## config.mk

```make
export PLATFORM = sky130hd
export DESIGN_NAME = prm_pipeline_cc
export DESIGN_NICKNAME = d
export VERILOG_FILES = /design/src/rtl/prm_pipeline_pkg.sv /design/src/rtl/prm_pipeline_stage.sv /design/src/rtl/prm_pipeline_cc.sv
export SDC_FILE = /design/constraint.sdc
export NUM_CORES = 1
export LEC_CHECK = 0
export ABC_CLOCK_PERIOD_IN_PS = 2100
export CORE_MARGIN = 2
export CORE_UTILIZATION = 45
export DETAILED_ROUTE_END_ITERATION = 7
export DONT_BUFFER_PORTS = 1
export PLACE_DENSITY = 0.56
export SLEW_MARGIN = 20
export SYNTH_ARGS = -nofsm -noshare
export SYNTH_HDL_FRONTEND = slang
export SYNTH_SLANG_ARGS = --single-unit
export TNS_END_PERCENT = 30
```

## constraint.sdc

```tcl
create_clock -name clk -period 2.1 [get_ports clk]
set_clock_uncertainty 0.1 [all_clocks]
set_input_delay 0.105 -clock clk [delete_from_list [all_inputs] [get_ports clk]]
set_output_delay 0.105 -clock clk [all_outputs]
set_load 0.01 [all_outputs]
```

## src/rtl/prm_pipeline_pkg.sv

```systemverilog
// Shared constants and helpers for the elastic pipeline register.
// Provides clog2, the occupancy counter width and the default reset value.
package prm_pipeline_pkg;

  localparam logic DEF_RESET_BIT = 1'b0;

  function automatic int clog2(input int v);
    int r;
    int x;
    r = 0;
    x = v - 1;
    while (x > 0) begin
      r++;
      x = x >> 1;
    end
    return r;
  endfunction

  // Room for 0..DEPTH+1 entries (skid entry included).
  function automatic int cnt_width(input int depth);
    return clog2(depth + 2);
  endfunction

endpackage

```

## src/rtl/prm_pipeline_stage.sv

```systemverilog
// One elastic stage: valid/data registers with load-when-ready behaviour.
// Ports: clk, rst, clr, src_valid/src_data (from upstream), next_ready
// (ready of the downstream side), valid/data (registered stage contents).
module prm_pipeline_stage
  import prm_pipeline_pkg::*;
#(
  parameter int WIDTH = 8,
  parameter logic [WIDTH-1:0] RESET_VAL = {WIDTH{DEF_RESET_BIT}}
) (
  input  logic             clk,
  input  logic             rst,
  input  logic             clr,
  input  logic             src_valid,
  input  logic [WIDTH-1:0] src_data,
  input  logic             next_ready,
  output logic             valid,
  output logic [WIDTH-1:0] data
);

  logic ready;

  // An empty stage always accepts, so bubbles collapse.
  assign ready = ~valid | next_ready;

  always_ff @(posedge clk) begin
    if (rst || clr) begin
      valid <= 1'b0;
      data  <= RESET_VAL;
    end else if (ready) begin
      valid <= src_valid;
      // Data only moves with a valid word to avoid needless toggling.
      if (src_valid) begin
        data <= src_data;
      end
    end
  end

endmodule

```

## src/rtl/prm_pipeline_cc.sv

```systemverilog
// Elastic pipeline register: DEPTH stages, valid/ready on both sides,
// synchronous flush (clr) and registered occupancy count.
// Ports: clk, rst, clr, in_valid/in_ready/in_data, out_valid/out_ready/
// out_data, occupancy. Optional macro PRM_PIPELINE_SKID_EN adds a one-entry
// skid buffer ahead of stage 0 so in_ready depends only on registers.
module prm_pipeline_cc
  import prm_pipeline_pkg::*;
#(
  parameter int WIDTH = 8,
  parameter int DEPTH = 2,
  parameter logic [WIDTH-1:0] RESET_VAL = {WIDTH{DEF_RESET_BIT}},
  parameter int CNT_W = cnt_width(DEPTH)
) (
  input  logic             clk,
  input  logic             rst,
  input  logic             clr,
  input  logic             in_valid,
  output logic             in_ready,
  input  logic [WIDTH-1:0] in_data,
  output logic             out_valid,
  input  logic             out_ready,
  output logic [WIDTH-1:0] out_data,
  output logic [CNT_W-1:0] occupancy
);

  logic [DEPTH-1:0]            vld;
  logic [DEPTH-1:0][WIDTH-1:0] dat;
  logic [DEPTH-1:0]            nxt;
  logic                        ready0;
  logic                        in_xfer;
  logic                        out_xfer;
  logic                        src_valid;
  logic [WIDTH-1:0]            src_data;

  // Ready chain from the output side back to stage 0. nxt[i] is the
  // ready seen downstream of stage i; ready0 is stage 0's own ready.
  always_comb begin
    logic r;
    nxt = '0;
    r   = out_ready;
    for (int i = DEPTH - 1; i >= 0; i--) begin
      nxt[i] = r;
      r      = ~vld[i] | r;
    end
    ready0 = r;
  end

  assign in_xfer  = in_valid & in_ready;
  assign out_xfer = out_valid & out_ready;

`ifdef PRM_PIPELINE_SKID_EN
  logic             skid_valid;
  logic [WIDTH-1:0] skid_data;

  assign in_ready  = ~skid_valid & ~rst & ~clr;
  // A parked word always goes first to keep FIFO order.
  assign src_valid = skid_valid | in_xfer;
  assign src_data  = skid_valid ? skid_data : in_data;

  always_ff @(posedge clk) begin
    if (rst || clr) begin
      skid_valid <= 1'b0;
      skid_data  <= RESET_VAL;
    end else if (skid_valid) begin
      if (ready0) begin
        skid_valid <= 1'b0;
      end
    end else if (in_xfer && !ready0) begin
      skid_valid <= 1'b1;
      skid_data  <= in_data;
    end
  end
`else
  assign in_ready  = ready0 & ~clr & ~rst;
  assign src_valid = in_xfer;
  assign src_data  = in_data;
`endif

  for (genvar i = 0; i < DEPTH; i++) begin : g_stage
    logic             sv;
    logic [WIDTH-1:0] sd;
    if (i == 0) begin : g_head
      assign sv = src_valid;
      assign sd = src_data;
    end else begin : g_body
      assign sv = vld[i-1];
      assign sd = dat[i-1];
    end
    prm_pipeline_stage #(
      .WIDTH     (WIDTH),
      .RESET_VAL (RESET_VAL)
    ) u_stage (
      .clk        (clk),
      .rst        (rst),
      .clr        (clr),
      .src_valid  (sv),
      .src_data   (sd),
      .next_ready (nxt[i]),
      .valid      (vld[i]),
      .data       (dat[i])
    );
  end

  assign out_valid = vld[DEPTH-1];
  assign out_data  = dat[DEPTH-1];

  always_ff @(posedge clk) begin
    if (rst || clr) begin
      occupancy <= '0;
    end else begin
      occupancy <= occupancy + CNT_W'(in_xfer) - CNT_W'(out_xfer);
    end
  end

endmodule

```

# [Word level (Yosys, flattened, before mapping)]
# Cells that the tools add are included.
[word_totals] ff_bits=20 input_bits=13 output_inout_bits=12 elab_cells=20
[classes] add_sub_neg=2 bitwise_logic=10 reduce_logical=3
[ops] cell="$and A1 B1 Y1" count=4
[ops] cell="$not A1 Y1" count=4
[ops] cell="$reduce_and A2 Y1" count=2
[ops] cell="$add A2 B1 Y2" count=1
[ops] cell="$or A1 B1 Y1" count=2
[ops] cell="$sub A2 B1 Y2" count=1
[ops] cell="$logic_or A1 B1 Y1" count=1

# [Logic depth before layout (Yosys ltp)]
[depth] word_depth=8 ltp_mapped=9 ltp_nobuf=8

# [Modules after synthesis]
# From an unflattened synthesis, not the netlist that was laid out.
[hier_totals] hier_cells=93 hier_area_um2=887.1
[modules_own_cells] module="prm_pipeline_stage" n_inst=2 cells_each=39 area_per_inst_um2=369.1 seq_area_each_um2=180.2
[modules_own_cells] module="prm_pipeline_cc" n_inst=1 cells_each=15 area_per_inst_um2=148.9 seq_area_each_um2=40.0

# [Worst setup path after synthesis]
# OpenSTA, ideal clock, no wires.
[synth_timing] path_type="reg2reg" start="register g_stage[1].u_stage.valid" end="register occupancy[1]" setup_time_ns=0.117 arrival_time_ns=1.503 required_time_ns=1.883 setup_slack_ns=0.380 path_stages_with_launch=10 n_path_buf=1 synth_period_minus_slack_ns=1.720 cell_sequence="dfxtp_1 -> nand3b_1 -> nand3_2 -> buf_6 -> ha_1 -> inv_1 -> ha_1 -> xor2_1 -> xnor2_1 -> nor2_1"
[synth_between] elab_chain_len=8 word_cells_on_any_way=9 classes_between="add/sub (2); bitwise (7)"
[synth_rtl] element="start, declared" line_no="prm_pipeline_stage.sv:16" source="output logic valid,"
[synth_rtl] element="start signal, assigned" line_no="prm_pipeline_stage.sv:30" source="valid <= src_valid;"
[synth_rtl] element="$not A1 Y1" line_no="prm_pipeline_cc.sv:43" source="r = ~vld[i] | r;"
[synth_rtl] element="$or A1 B1 Y1 (2 in a row)" line_no="prm_pipeline_cc.sv:43"
[synth_rtl] element="$and A1 B1 Y1 (2 in a row)" line_no="prm_pipeline_cc.sv:74" source="assign in_ready = ready0 & ~clr & ~rst;"
[synth_rtl] element="$and A1 B1 Y1" line_no="prm_pipeline_cc.sv:48" source="assign in_xfer = in_valid & in_ready;"
[synth_rtl] element="$add A2 B1 Y2" line_no="prm_pipeline_cc.sv:111" source="occupancy <= occupancy + CNT_W'(in_xfer) - CNT_W'(out_xfer);"
[synth_rtl] element="$sub A2 B1 Y2 *" line_no="prm_pipeline_cc.sv:111"
[synth_rtl] element="end signal, assigned" line_no="prm_pipeline_cc.sv:111"
[synth_rtl] element="end, declared" line_no="prm_pipeline_cc.sv:23" source="output logic [CNT_W-1:0] occupancy"
# Mark *: on every way between the ends. The rest lies on a longest branch, timed or not.
# A chain may end at the register's enable or synchronous reset.

# [Worst setup path in the final report]
[layout_timing] start="input port rst" end="register g_stage[0].u_stage.data[4]"
[layout_between] elab_chain_len=4 word_cells_on_any_way=5 classes_between="bitwise (3); reduce/logical (2)"
[layout_rtl] element="start, declared" line_no="prm_pipeline_cc.sv:15" source="input logic rst,"
[layout_rtl] element="$not A1 Y1" line_no="prm_pipeline_cc.sv:74"
[layout_rtl] element="$and A1 B1 Y1" line_no="prm_pipeline_cc.sv:74"
[layout_rtl] element="$and A1 B1 Y1" line_no="prm_pipeline_cc.sv:48"
[layout_rtl] element="$reduce_and A2 Y1 (no source line)"
[layout_rtl] element="end signal, assigned" line_no="prm_pipeline_stage.sv:33" source="data <= src_data;"
[layout_rtl] element="end, declared" line_no="prm_pipeline_stage.sv:17" source="output logic [WIDTH-1:0] data"
# Parallel ways exist; a longest one is shown, timed or not.

==> results.sh <==
export IMPL_status="complete, no violations"
export IMPL_finalWirelength_um=1630
export IMPL_min_period_over_period_pct=87.2
export IMPL_relSlewSlack_pct=72.7
export IMPL_layout_drive_gt1_share_pct=7.96
export IMPL_p_sw_share_pct=21.9
export IMPL_synth_xor_area_share_pct=2.13
export IMPL_grt_pass1_vias=595
export IMPL_routedWlPerCell_um=11.8
export IMPL_ctsResizeCount=0
export IMPL_slowest_stage="dlygate4sd3_1"
export IMPL_cp_data_arrival_time_ns=1.93
export IMPL_min_period_ns=1.83
export IMPL_gp_congestion=0.683
export IMPL_comb_power_share_pct=9.1
export IMPL_crit_family="buffers and inverters"
export IMPL_worstSetupPathType="in2reg"
export IMPL_ioPinCount=25
export IMPL_muxShareOfSynthArea_pct=9.74
export IMPL_clock_root_buffer="clkbuf_4"
export IMPL_synth_warnings=0
export IMPL_synth_cell_types=22
export IMPL_synth_top_family_by_area="simple AND/OR/NAND/NOR gates"
export IMPL_synth_fa_ha_area_share_pct=3.04
export IMPL_p_sw_uw=149
export IMPL_hold_slack_ns=0.0748
export IMPL_yosys_top_cells_count="dfxtp_1, a21oi_1, inv_1"
export IMPL_die_area_um2=2180
export IMPL_cts_buffers=3
export IMPL_critPathMaxFanout=10
export IMPL_synth_simple_area_share_pct=16.6
export IMPL_first_iter_violations=4
export IMPL_fin_nets=129
export IMPL_yosysTopAreaCell="dfxtp_1"
export IMPL_p_leak_nw=0.503
export IMPL_p_int_uw=529
export IMPL_tns_ns=0
export IMPL_hold_class="in2reg"
export IMPL_route_detailed_drc=0
export IMPL_cts_buffer_depth=2
export IMPL_cts_tree="done"
export IMPL_syn_cell_area_um2=822
export IMPL_drt_first_pass_iters=4
export IMPL_rsz0062_at_grt="no"
export IMPL_crit_path_frequent_cell="dlygate4sd3_1"
export IMPL_clock_latency_ns=0.30
export IMPL_io_buffers=0
export IMPL_multi_input_area_um2=354
export IMPL_fillers=166
export IMPL_cp_start_kind="input pin"
export IMPL_grt_usage_pct=17.8
export IMPL_drv_slew=0
export IMPL_worstPathRequired_ns=2.20
export IMPL_synth_edf_count=0
export IMPL_via_per_inst=4.78
export IMPL_async_flop_share_pct=0
export IMPL_fp_dieW_um=46.7
export IMPL_max_freq_mhz=546
export IMPL_yosysTopAreaCellShare_pct=48.7
export IMPL_grt_pass1_wl_um=2660
export IMPL_clkSinkCount=20
export IMPL_grt_max_degree=13
export IMPL_timing_critical_path_buf_inv=3
export IMPL_synth_most_common_cell="dfxtp_1"
export IMPL_postLayoutCoreUtil_pct=62.5
export IMPL_start_util_pct=47.6
export IMPL_ys_seq_area_share_pct=48.7
export IMPL_dp_hpwl_um=1030
export IMPL_p_per_area_nw_per_um2=628
export IMPL_regArea_um2=400
export IMPL_antenna_left=0
export IMPL_area_growth_pct=31.2
export IMPL_synth_compound_area_share_pct=11.6
export IMPL_placed_cell_area_um2=842
export IMPL_via_count=660
export IMPL_cts_htree_levels=1
export IMPL_place_ws_ns=0.411
export IMPL_path_clk_slew_ns=0.11
export IMPL_seqPwrFrac_pct=58.0
export IMPL_postLayoutSetupSlackWorst_ns=0.269
export IMPL_cpPeakStageDelay_ns=0.57
export IMPL_worst_pin_slew_ns=0.410
export IMPL_die_h_um=46.7
export IMPL_antenna_found_initial=0
export IMPL_ys_flop_type="dfxtp_1"
export IMPL_grt_overflow_total=0
export IMPL_finalHoldViolCount=0
export IMPL_syn_nets=106
export IMPL_cp_end_kind="flip-flop"
export IMPL_num_rows=15
export IMPL_synthTopCellsByArea="dfxtp_1, mux2i_1, a21oi_1"
export IMPL_final_area_um2=1080
export IMPL_postSynthCellCount=91
export IMPL_pwr_share_clk_pct=32.9
export IMPL_num_antenna_cells=0
export IMPL_crit_chain="dlygate4sd3_1 -> nor2_4 -> nand3_2 -> buf_4 -> mux2i_1 -> dlygate4sd3_1"
export IMPL_drv_cap=0
export IMPL_postCtsSetupRepairBufs=0
export IMPL_setup_violations=0
export IMPL_postSynthAreaPerCell_um2=9.03
export IMPL_ys_seq_elements=20
export IMPL_vdd_drop_max_v=0.000424
export IMPL_core_um2=1730
## routing by layer
layer	global-route usage (%)	vias up	routed length [um]
met3	6.92	2	77
li1	-	343	-
met4	5.00	0	12
met2	30.8	15	852
met1	20.5	300	685
met5	0	-	0
## worst min-delay path, cell delays in order
cell and delay (ns):
nand3_2 0.05, ha_1 0.16, xnor2_1 0.07, nor2_1 0.07
## stage by stage
step / total power [mW] / cells
after floorplan: 0.430 / 91
after global placement: 0.437 / 114
after detailed placement: 0.438 / 114
after CTS: 0.681 / 138
after global routing: 0.712 / 138
final: 0.677 / 138
## cells in the final DEF, fill, tap and decap left out
cell type | netlist | final
a21oi_1 | 11 | 11
and2_1 | 1 | 1
and2_2 | 1 | 1
and2b_1 | 1 | 1
buf_4 | 0 | 2
clkbuf_4 | 0 | 3
clkbuf_8 | 0 | 1
dfxtp_1 | 20 | 20
dlygate4sd3_1 | 0 | 20
ha_1 | 2 | 2
inv_1 | 11 | 11
mux2i_1 | 8 | 8
nand2_1 | 8 | 8
nand2b_1 | 1 | 1
nand3_1 | 8 | 8
nand3_2 | 1 | 1
nand3b_1 | 1 | 1
nor2_1 | 1 | 1
nor2_4 | 1 | 1
o21ai_0 | 8 | 8
or2_1 | 1 | 1
xnor2_1 | 1 | 1
xor2_1 | 1 | 1
## sequential cells by signal, indices dropped and copies added (netlist names)
signal,flops
g_stage.u_stage.data,16
g_stage.u_stage.valid,2
occupancy,2
## area by class of cell
cell class / count / share of cell area [%]
multi-input combinational: 56 / 32.8
tap: 25 / 2.90
inverter: 11 / 3.83
clock buffer: 4 / 3.36
timing repair buffer: 22 / 20.0
sequential: 20 / 37.1
## power groups by stage
stage	clock [mW]	combinational, mW	sequential [mW]
after detailed placement	0	0.0363	0.401
after CTS	0.227	0.0616	0.393
after global placement	0	0.0357	0.401
final	0.223	0.0618	0.393
after global routing	0.250	0.0678	0.394
after floorplan	0	0.0301	0.400
## repair_timing
| item | in CTS | in global routing |
|---|---|---|
| setup endpoints to repair | 0 | 0 |
| hold buffers | 20 | 0 |
| hold endpoints to repair | 10 | 0 |
## path summary, 6_finish.rpt
| kind | from | to | slack [ns] | cells past startpoint |
|---|---|---|---|---|
| worst min-delay path | in_valid | occupancy[1]$_SDFF_PP0_ | 0.07 | 4 |
| worst max-delay path | rst | g_stage[0].u_stage.data[4]$_SDFFE_PP0P_ | 0.27 | 6 |
| worst max register to register | g_stage[1].u_stage.valid$_SDFFE_PP0P_ | g_stage[0].u_stage.data[7]$_SDFFE_PP0P_ | 0.30 | 5 |
| worst min register to register | g_stage[0].u_stage.data[0]$_SDFFE_PP0P_ | g_stage[1].u_stage.data[0]$_SDFFE_PP0P_ | 0.37 | 2 |
## cells by family after synthesis
| group | count (synthesis) |
|---|---|
| buffers and inverters | 15 |
| XOR/XNOR | 2 |
| flip-flops | 20 |
| adder cells (fa/ha/maj) | 2 |
| multiplexers | 8 |
| AO/OA/AOI/OAI | 19 |
| AND/OR/NAND/NOR | 25 |
Note: power is estimated with default switching activity, not from simulation.
